`config.mk`:
```
export PLATFORM = sky130hd
export DESIGN_NAME = inst_fetch
export DESIGN_NICKNAME = d
export VERILOG_FILES = /design/src/rtl/inst_fetch.sv
export SDC_FILE = /design/constraint.sdc
export NUM_CORES = 1
export LEC_CHECK = 0
export CAP_MARGIN = 20
export CELL_PAD_IN_SITES_DETAIL_PLACEMENT = 2
export CELL_PAD_IN_SITES_GLOBAL_PLACEMENT = 2
export CORE_MARGIN = 5
export CORE_UTILIZATION = 42
export CTS_CLUSTER_SIZE = 20
export DETAILED_ROUTE_END_ITERATION = 10
export DONT_BUFFER_PORTS = 1
export PLACE_DENSITY_LB_ADDON = 0.08
export REMOVE_ABC_BUFFERS = 1
export SLEW_MARGIN = 5
export SYNTH_ARGS = -nofsm -noshare
export SYNTH_HDL_FRONTEND = slang
export SYNTH_SLANG_ARGS = --single-unit
```
`constraint.sdc`:
```
create_clock -name clk -period 3.3 [get_ports clk]
set_clock_uncertainty 0.15 [all_clocks]
set_input_delay 0.99 -clock clk [delete_from_list [all_inputs] [get_ports clk]]
set_output_delay 0.99 -clock clk [all_outputs]
set_load 0.005 [all_outputs]
```
`src/rtl/inst_fetch.sv`:
```
// Instruction fetch: one outstanding imem read feeding a 2-entry {pc, inst} buffer; data is visible one cycle after ack.
// Backpressure: stall_in holds the head, and new requests stop while the buffer would be full; flush redirects and drops in-flight data.
module inst_fetch #(
    parameter logic [31:0] RESET_PC = 32'h0000_0000,
    parameter int          DEPTH    = 2
) (
    input  logic        clk,
    input  logic        rst,
    output logic        imem_req_out,
    output logic [31:0] imem_addr_out,
    input  logic        imem_ack_in,
    input  logic [31:0] imem_data_in,
    input  logic        stall_in,
    input  logic        flush_in,
    input  logic [31:0] flush_pc_in,
    output logic [31:0] pc_out,
    output logic [31:0] inst_out,
    output logic        valid_out
);

    localparam logic [1:0] IDLE = 2'd0;
    localparam logic [1:0] WAIT = 2'd1;
    localparam logic [1:0] DROP = 2'd2;
    localparam logic [1:0] FULL = 2'(DEPTH);

    typedef struct packed {
        logic [31:0] pc;
        logic [31:0] inst;
    } fb_entry_t;

    fb_entry_t   fb_q [2];
    logic        wr_ptr;
    logic        rd_ptr;
    logic [1:0]  count;
    logic [1:0]  count_nxt;
    logic [1:0]  state;
    logic [31:0] fetch_pc;
    logic [31:0] pc_inc;
    logic        push;
    logic        pop;

    assign valid_out = (count != 2'd0);
    assign pop       = valid_out && !stall_in && !flush_in;
    assign push      = (state == WAIT) && imem_ack_in && !flush_in;
    assign pc_inc    = fetch_pc + 32'd4;
    assign pc_out    = valid_out ? fb_q[rd_ptr].pc   : 32'h0;
    assign inst_out  = valid_out ? fb_q[rd_ptr].inst : 32'h0;

    always_comb begin
        count_nxt = count + 2'(push) - 2'(pop);
        if (flush_in) begin
            count_nxt = 2'd0;
        end
    end

    always_ff @(posedge clk or negedge rst) begin
        if (!rst) begin
            fb_q[0]       <= '0;
            fb_q[1]       <= '0;
            wr_ptr        <= 1'b0;
            rd_ptr        <= 1'b0;
            count         <= 2'd0;
            state         <= IDLE;
            fetch_pc      <= RESET_PC;
            imem_req_out  <= 1'b0;
            imem_addr_out <= 32'h0;
        end else begin
            count <= count_nxt;
            if (flush_in) begin
                wr_ptr   <= 1'b0;
                rd_ptr   <= 1'b0;
                fetch_pc <= flush_pc_in;
            end else begin
                if (push) begin
                    fb_q[wr_ptr] <= '{pc: imem_addr_out, inst: imem_data_in};
                    wr_ptr       <= ~wr_ptr;
                    fetch_pc     <= pc_inc;
                end
                if (pop) begin
                    rd_ptr <= ~rd_ptr;
                end
            end

            // In WAIT fetch_pc tracks the outstanding address; in IDLE it is the next one to fetch.
            case (state)
                IDLE: begin
                    if (!flush_in && count_nxt < FULL) begin
                        state         <= WAIT;
                        imem_req_out  <= 1'b1;
                        imem_addr_out <= fetch_pc;
                    end
                end
                WAIT: begin
                    if (flush_in) begin
                        if (imem_ack_in) begin
                            state        <= IDLE;
                            imem_req_out <= 1'b0;
                        end else begin
                            state <= DROP;
                        end
                    end else if (imem_ack_in) begin
                        if (count_nxt < FULL) begin
                            imem_addr_out <= pc_inc;
                        end else begin
                            state        <= IDLE;
                            imem_req_out <= 1'b0;
                        end
                    end
                end
                DROP: begin
                    if (imem_ack_in) begin
                        state        <= IDLE;
                        imem_req_out <= 1'b0;
                    end
                end
                default: begin
                    state        <= IDLE;
                    imem_req_out <= 1'b0;
                end
            endcase
        end
    end

endmodule

```
# [After elaboration in Yosys (flattened, before gate mapping)]
# Cells that the tools add are included.
[word_totals] ff_bits=199 in_bits=69 out_inout_bits=98 wordCells=82
[op_classes] add_sub_neg=3 magnitude_cmp=4 n_eq_ne=9 muxes=33 bitwise_logic=5 reduce_logical=17
[op_table] cell="2-to-1 mux 32 bit" n=8
[op_table] cell="2-to-1 mux 64 bit" n=4
[op_table] cell="bitwise mux 128 bit" n=1
[op_table] cell="demux 64 bit (select 1 bit)" n=1
[op_table] cell="case mux 32 bit (2 select lines)" n=1
[op_table] cell="adder 32 x 3 -> 32 bit, second input constant" n=1
[op_table] cell="2-to-1 mux 2 bit" n=7
[op_table] cell="2-to-1 mux 1 bit" n=9
[op_table] cell="inequality test 2 bit, second input constant" n=4
[op_table] cell="nonzero test 2 bit" n=4
[op_table] cell="logical AND 1 bit" n=6
[op_table] cell="inequality test 3 bit, second input constant" n=2
[op_table] cell="case mux 2 bit (3 select lines)" n=1
[op_table] cell="AND reduction 5 bit" n=1
[op_table] cell="greater-or-equal comparator 2 bit, second input constant" n=2
[op_table] cell="inverter 1 -> 2 bit" n=2
[op_table] cell="AND reduction 4 bit" n=1
[op_table] cell="inverter 1 bit" n=3
[op_table] cell="case mux 1 bit (3 select lines)" n=1
[op_table] cell="AND reduction 3 bit" n=1
[op_table] cell="adder 2 x 1 -> 2 bit" n=1
[op_table] cell="equality test 2 x 1 -> 1 bit, second input constant" n=1
[op_table] cell="equality test 2 bit, second input constant" n=1
[op_table] cell="logical NOT 1 bit" n=2
[op_table] cell="other kinds (6)" n=6

# [Logic depth before layout (Yosys ltp)]
# Gate-level depths: netlist of the first run.
[logic_depth] word_depth=11 depth_mapped=13

# [Least setup slack after synthesis of the first run]
# No wires, ideal clock.
[synth_timing] kind="input port to flip-flop" startpoint="input port flush_in" endpoint="register imem_addr_out[10]" arrival_ns=3.144 t_required_ns=3.013 setup_slack_ns=-0.131 cell_stages=11 n_path_buf=3 cell_sequence="clkbuf_1 > clkbuf_1 > nor3_1 > ha_1 > inv_1 > ha_1 > xnor3_1 > nand2b_1 > nor3_2 > clkbuf_1 > a21oi_1"
[synth_via] elab_chain_cells=9 elab_cells_between_ends=12 classes_between="2 x add/sub; 1 x order compare; 3 x eq/ne; 1 x mux; 5 x reduce/logical"
[synth_lines] item="from (decl)" line_no="14" text="input logic flush_in,"
[synth_lines] item="logical NOT 1 bit" line_no="43, 44, 87"
[synth_lines] item="logical AND 1 bit" line_no="44" text="assign push = (state == WAIT) && imem_ack_in && !flush_in;"
[synth_lines] item="adder 2 x 1 -> 2 bit" line_no="50" text="count_nxt = count + 2'(push) - 2'(pop);"
[synth_lines] item="subtractor 2 x 1 -> 2 bit" line_no="50"
[synth_lines] item="2-to-1 mux 2 bit" line_no="51" text="if (flush_in) begin"
[synth_lines] item="less-than comparator 2 bit" line_no="87, 102"
[synth_lines] item="logical AND 1 bit" line_no="87" text="if (!flush_in && count_nxt < FULL) begin"
[synth_lines] item="inequality test 2 bit (no source line)"
[synth_lines] item="AND reduction 5 bit (no source line) (*)"
[synth_lines] item="to (signal assigned)" line_no="90" text="imem_addr_out <= fetch_pc;"
[synth_lines] item="to (signal assigned)" line_no="103" text="imem_addr_out <= pc_inc;"
[synth_lines] item="to (decl)" line_no="10" text="output logic [31:0] imem_addr_out,"
# Every way passes the cells marked *; elsewhere a longest branch is shown, timed or not.
# A chain may end at the register's enable or synchronous reset.

# [Worst setup path in the final report of the first run]
[layout_timing] startpoint="register state[1]" endpoint="register imem_addr_out[29]"
[layout_via] elab_chain_cells=10 elab_cells_between_ends=16 classes_between="2 x add/sub; 1 x order compare; 5 x eq/ne; 2 x mux; 6 x reduce/logical"
[layout_lines] item="from (decl)" line_no="36" text="logic [1:0] state;"
[layout_lines] item="from (signal assigned)" line_no="63" text="state <= IDLE;"
[layout_lines] item="from (signal assigned)" line_no="88" text="state <= WAIT;"
[layout_lines] item="from (signal assigned)" line_no="96" text="state <= IDLE;"
[layout_lines] item="equality test 2 x 1 -> 1 bit" line_no="44, 85"
[layout_lines] item="logical AND 1 bit (2 in a row)" line_no="44"
[layout_lines] item="adder 2 x 1 -> 2 bit" line_no="50"
[layout_lines] item="subtractor 2 x 1 -> 2 bit" line_no="50"
[layout_lines] item="2-to-1 mux 2 bit" line_no="51"
[layout_lines] item="less-than comparator 2 bit" line_no="87, 102"
[layout_lines] item="logical AND 1 bit" line_no="87"
[layout_lines] item="inequality test 2 bit (no source line)"
[layout_lines] item="AND reduction 5 bit (no source line)"
# Parallel ways exist; a longest one is shown, timed or not.

==> out/metrics.cfg, run 1 <==
[status]
status=finished clean

[layout]
regArea_sq_um=4984
post_route_cells_drive_above_1_share_pct=23.53
insertedDiodeCount=0
nets=875
multiInputGateArea_sq_um=4265
fin_util_pct=46.11
final_area_sq_um=10340
fillerInstances=2257
syn_to_final_growth_pct=8.863

[clock_network]
ctsLongestPathBuffers=2
post-cts-setup-buffer-count=0
clk_latency_ps=430
cts_tree=built
htreeDepth=4
cts_hold_buf=0
clk_pin_slew_ps=80
clock-sinks=199
root_buffer=clkbuf_16
cts-buffers-inserted=17
cts_resized=0

[logic_synthesis]
synthesis.area_sq_um=9502
synthesis.instances=823
synth.avg_cell_area_sq_um=11.55
yosysWarnings=0
synth_seq_cells=199
ys_seq_area_share_pct=52.41
synthDistinctLibCells=43

[critical_path]
path_class=reg2reg
ff2ff_setup_slack_ps=270
r2r_cells=12
r2r_start=state[1]
worstSetupEndpointType=flip-flop
cp-start-kind=flip-flop
required_ps=3500
r2r_end=imem_addr_out[29]
arrival_ps=3220
critPathMaxFanout=34

[drt]
wl_met1_mm=10.22
post_drt_wl_per_cell_um=22.24
route.detailed.drc=0
vias=6096
wl_met3_mm=1.084
top_layer=met4
first_pass_iters=4
drt-initial-drc-count=298
ant_nets=0
via_per_inst=5.537
dr_wl_met2_mm=13.03
route.final.wire_length_mm=24.49

[place]
place.gp.congestion=0.7789
placed_area_sq_um=9779
hpwl_mm=16.63
io_buffers=0

[die]
die-area_sq_um=25730
rows=55
die_w_um=160.4
coreArea_sq_um=22430
dieHeight_um=160.4
ioPinCount=167
start_util_pct=42.35

[sta]
fin_hold_ws_ps=95.76
finalHoldViolations=0
slew-limit-headroom_pct=50.44
fmax_ghz=0.3304
worstMarginPinSlew_ps=737.2
rsz0062_at_grt=no
setup_tns_ps=0
final.min_clock_period_ps=3027
drv_slew=0
finalCritPeriodShare_pct=91.72
setup_violations=0

[global_routing]
grt_usage_pct=19.26
grt_start_max_net_pins=200
grt_overflow=0
grt_pass1_wl_mm=39.92
grt_pass1_vias=7010
antenna_found_initial=0

[job]
cap_viol_max_count=0

[power]
finalPower_mw=7.974
p_leak_nw=4.211
power_density_nw_per_um2=770.9
vdd.ir_drop.worst_v=0.0003467

[worst_hold_path]
hp-class=in2async

==> final cells by class <==
cell class | instances | area share, %
clock inverters | 14 | 1.306
repair buffers | 14 | 1.500
flip-flops and latches | 199 | 48.18
well taps | 285 | 3.447
inverters | 5 | 0.1814
clock buffers | 18 | 4.149
multi-input cells | 566 | 41.24
==> kinds of logic (layout without fill, tap and decap cells) <==
logic type                 Yosys count  count (layout)  share of synthesized area, %
and+or+nand+nor                    237             237                         12.26
xor gates and xnor gates            59              59                         5.583
adders and majority gates            3               3                        0.3951
AOI/OAI and AO/OA                   69              69                         3.819
DFF                                199             199                         52.41
buffers and inverters               58              51                         2.923
muxes                              198             198                         22.61
==> sequential cells by signal, indices dropped and copies added, names as in the netlist <==
register,count
wr_ptr,1
count,2
fetch_pc,32
rd_ptr,1
state,2
imem_addr_out,32
fb_q,128
imem_req_out,1
==> Yosys cell counts (all sizes together) <==
cell	count	share of area, %
mux2i	65	6.8
clkinv	1	0.039
nor2	108	4.3
clkbuf	17	0.70
o31ai	1	0.079
buf	36	2.0
mux2	133	16
nand3b	1	0.079
xnor2	15	1.4
ha	3	0.40
nor2b	4	0.26
and4	1	0.092
xor2	43	4.0
nand2b	3	0.20
nor4	8	1.3
dfrtp	199	52
nor3	9	0.58
inv	4	0.16
nor3b	1	0.079
and2	3	0.20
o21ai	31	1.6
a21oi	34	1.9
or3	2	0.14
a31oi	3	0.20
xnor3	1	0.24
nand2	53	2.1
and3	4	0.26
nand4	18	1.3
nand3	22	1.3
==> layout by cell type (no fill, tap or decap), types with 2 or more instances in the layout <==
cell type / instances
and2_1: 3
mux2_2: 129
ha_1: 3
clkbuf_16: 17
nor4_2: 2
a31oi_1: 3
clkinv_4: 2
nor3_1: 7
dfrtp_1: 198
a21oi_2: 3
buf_12: 4
o21ai_0: 21
clkinv_2: 2
nor4_4: 4
nor2_4: 2
inv_1: 4
and3_1: 4
o21ai_1: 10
clkinv_8: 2
nand2b_1: 3
inv_6: 6
xor2_1: 43
a21oi_1: 31
nor4_1: 2
mux2i_1: 65
buf_4: 10
nor2b_1: 4
nand3_1: 21
mux2_1: 4
nor2_1: 106
nand2_1: 52
inv_8: 2
xnor2_1: 15
nand4_1: 17
==> stage by stage <==
stage / cells / worst slack [ps]
final: 1101 / 273.2
after global placement: 1069 / 146.2
after floorplan: 770 / -2728
after global routing: 1101 / 54.02
after CTS: 1101 / 272.0
after detailed placement: 1069 / -42.09
==> worst max-delay path by stage <==
stage / slack, ps / end / startpoint / cells after the start
6_report: 270 / imem_addr_out[29] / state[1] / 12
5_1_grt: 50 / imem_addr_out[11] / state[1] / 12
4_1_cts: 270 / imem_addr_out[29] / state[1] / 12
3_5_place_dp: -40 / imem_addr_out[29] / imem_ack_in / 12
3_3_place_gp: 150 / imem_addr_out[0] / imem_ack_in / 11
2_1_floorplan: -2730 / imem_addr_out[0] / count[1] / 9
==> power breakdown <==
group / switching [mW] / internal, mW / leakage (nW) / total [mW]
Clock: 1.02 / 1.00 / 0.280 / 2.02
Combinational: 0.840 / 1.01 / 1.52 / 1.85
Sequential: 0.710 / 3.39 / 2.41 / 4.10
Total: 2.57 / 5.41 / 4.21 / 7.97
==> critical path, stage by stage, from the launching register on <==
cell	delay, ps
dfrtp_1	510
nand3b_1	240
nor2_1	190
inv_1	110
ha_1	290
inv_1	40
ha_1	190
xnor3_1	240
nand2b_1	120
nor3_4	240
buf_4	380
nor2_1	70
a21oi_1	160
==> layer usage <==
metal | GRT usage, % | up-vias
li1 | - | 2781
met1 | 23.93 | 3192
met2 | 34.06 | 113
met3 | 4.285 | 10
met4 | 4.889 | 0
met5 | 0 | -
(Power assumes the default switching activity.)
==> inputs of run 2 (changes only) <==
--- a/config.mk
+++ b/config.mk
@@ -8,7 +8,6 @@
 export CAP_MARGIN = 20
 export CELL_PAD_IN_SITES_DETAIL_PLACEMENT = 2
 export CELL_PAD_IN_SITES_GLOBAL_PLACEMENT = 2
-export CORE_MARGIN = 5
 export CORE_UTILIZATION = 42
 export CTS_CLUSTER_SIZE = 20
 export DETAILED_ROUTE_END_ITERATION = 10
==> out/metrics.cfg, run 2 (synthesis gave the netlist of run 1 again) <==
[worst_hold_path]
hp-class=in2async

[layout]
multiInputGateArea_sq_um=4265
regArea_sq_um=4984
largest_register=fb_q
most-common-layout-cells=198 x dfrtp_1, 129 x mux2_2, 106 x nor2_1, 65 x mux2i_1, 52 x nand2_1
syn_to_final_growth_pct=9.942
largest_reg_flops=128
fin_cells=1095
reg_top3=fb_q (128), fetch_pc (32), imem_addr_out (32)
fillerInstances=2157
fin_util_pct=47.43
nets=876
final_common_cell=dfrtp_1
post_route_cells_drive_above_1_share_pct=23.31
insertedDiodeCount=0

[global_routing]
grt_pass1_vias=6982
grt_pass1_wl_mm=39.39
grt_usage_pct=21.66
top_usage_layer=met2
grt_overflow=0
antenna_found_initial=0
met1_usage_pct=26.90
grt_start_max_net_pins=200
grt_use_met3_pct=5.176
use_met2_pct=38.36

[die]
die-area_sq_um=23230
rows=54
start_util_pct=43.14
ioPinCount=167
coreArea_sq_um=22030
die_w_um=152.4
dieHeight_um=152.4

[power]
swShare_pct=30.10
pwr-share-seq_pct=49.9
p_comb_share_pct=22.3
pwr-share-clk_pct=27.8
switchingPower_mw=2.490
p_leak_nw=4.256
power_density_nw_per_um2=791.9
vdd.ir_drop.worst_v=0.0003297
p_int_mw=5.782

[sta]
final.min_clock_period_ps=3118
slew-limit-headroom_pct=52.49
finalHoldViolations=0
worstMarginPinSlew_ps=707.3
drv_slew=0
finalCritPeriodShare_pct=94.48
rsz0062_at_grt=no
fmax_ghz=0.3207
setup_ws_ps=182.1
setup_violations=0

[critical_path]
worstSetupEndpointType=output pin
cp-start-kind=flip-flop
path_class=reg2out
slowest_delay_ps=800
path_cells=buf_4, mux2i_1, nor2_1
crit_path_top_delay_cell=dfrtp_4
cp.buffers_inverters=1
cp_top_family=flip-flops
arrival_ps=1980
critPathMaxFanout=31
required_ps=2160

[drt]
first_pass_iters=7
ant_nets=0
drt-initial-drc-count=298
route.detailed.drc=14
via_per_inst=5.602
post_drt_wl_per_cell_um=21.73
vias=6134
route.final.wire_length_mm=23.80

[clock_network]
cts-buffers-inserted=17
cts_resized=0
cts_tree=built
ctsLongestPathBuffers=2
clk_latency_ps=430
post-cts-setup-buffer-count=0
clock-sinks=199
root_buffer=clkbuf_16
clk_pin_slew_ps=70
htreeDepth=4

[place]
placed_cells=1065
place.gp.congestion=0.8036
dp_slack_ps=-190.7
io_buffers=0
hpwl_mm=16.46

[status]
violations=DRC
status=finished with violations

[job]
cap_viol_max_count=0

-- run 2: path summary, 6_finish.rpt --
kind	from	end	slack [ps]	depth (start not counted)
setup / recovery	rd_ptr	pc_out[5]	180	3
hold / removal	rst	fb_q[5]	100	0
setup reg to reg	state[1]	imem_addr_out[16]	240	12
hold reg to reg	fb_q[97]	fb_q[97]	340	1
max in group asynchronous	rst	imem_addr_out[23]	2580	0
min in group clk	fb_q[97]	fb_q[97]	340	1
-- run 2: area by class of cell --
class | count | share of cell area, %
well taps | 280 | 3.354
repair buffers | 15 | 1.797
inverters | 5 | 0.1797
flip-flops and latches | 199 | 47.71
clock inverters | 10 | 1.857
multi-input cells | 566 | 40.83
clock buffers | 20 | 4.276
-- run 2: per-stage QoR --
step	hold WS, ps	cell area [sq um]	setup TNS [ps]	power (mW)
6_report	96.58	10450	0	8.273
3_3_place_gp	316.6	9806	-308.0	5.814
2_1_floorplan	307.4	9243	-126400	5.402
5_1_grt	69.86	10450	0	8.783
4_1_cts	81.12	10450	0	8.413
3_5_place_dp	333.7	9806	-4857	6.071
-- run 2: worst reg2reg max path: cells and delay by family, from the launching register on --
family                     cells  cell delay (ps)
xor gates and xnor gates       1              240
AOI/OAI and AO/OA              1              150
DFF                            1              490
adders and majority gates      2              490
and+or+nand+nor                5             1060
buffers and inverters          3              410
-- run 2: per-layer routing --
layer / wire length, um / up-vias / share of wire [%]
met1: 10150 / 3206 / 43
met2: 12400 / 109 / 52
met5: 0 / - / 0
li1: - / 2804 / -
met4: 197 / 0 / 0.83
met3: 1050 / 15 / 4.4
-- run 2: timing repair --
item                                    CTS  global route
hold buffers                              0             0
endpoints found under the setup margin    0            11
hold endpoints to repair                  0             0
-- run 2: power by group through the flow --
| stage | clock (mW) | combinational [mW] | sequential [mW] |
|---|---|---|---|
| detailed placement | 0 | 1.87 | 4.20 |
| global placement | 0 | 1.73 | 4.09 |
| CTS | 2.36 | 1.89 | 4.16 |
| floorplan | 0 | 1.48 | 3.92 |
| global route | 2.45 | 2.05 | 4.28 |
| finish | 2.30 | 1.84 | 4.13 |
==> inputs of run 3 (changes only) <==
--- a/config.mk
+++ b/config.mk
@@ -18,3 +18,4 @@
 export SYNTH_ARGS = -nofsm -noshare
 export SYNTH_HDL_FRONTEND = slang
 export SYNTH_SLANG_ARGS = --single-unit
+export TNS_END_PERCENT = 1
==> results of run 3 <==
Same layout as run 2: the final DEF is identical, and so are final timing and power.
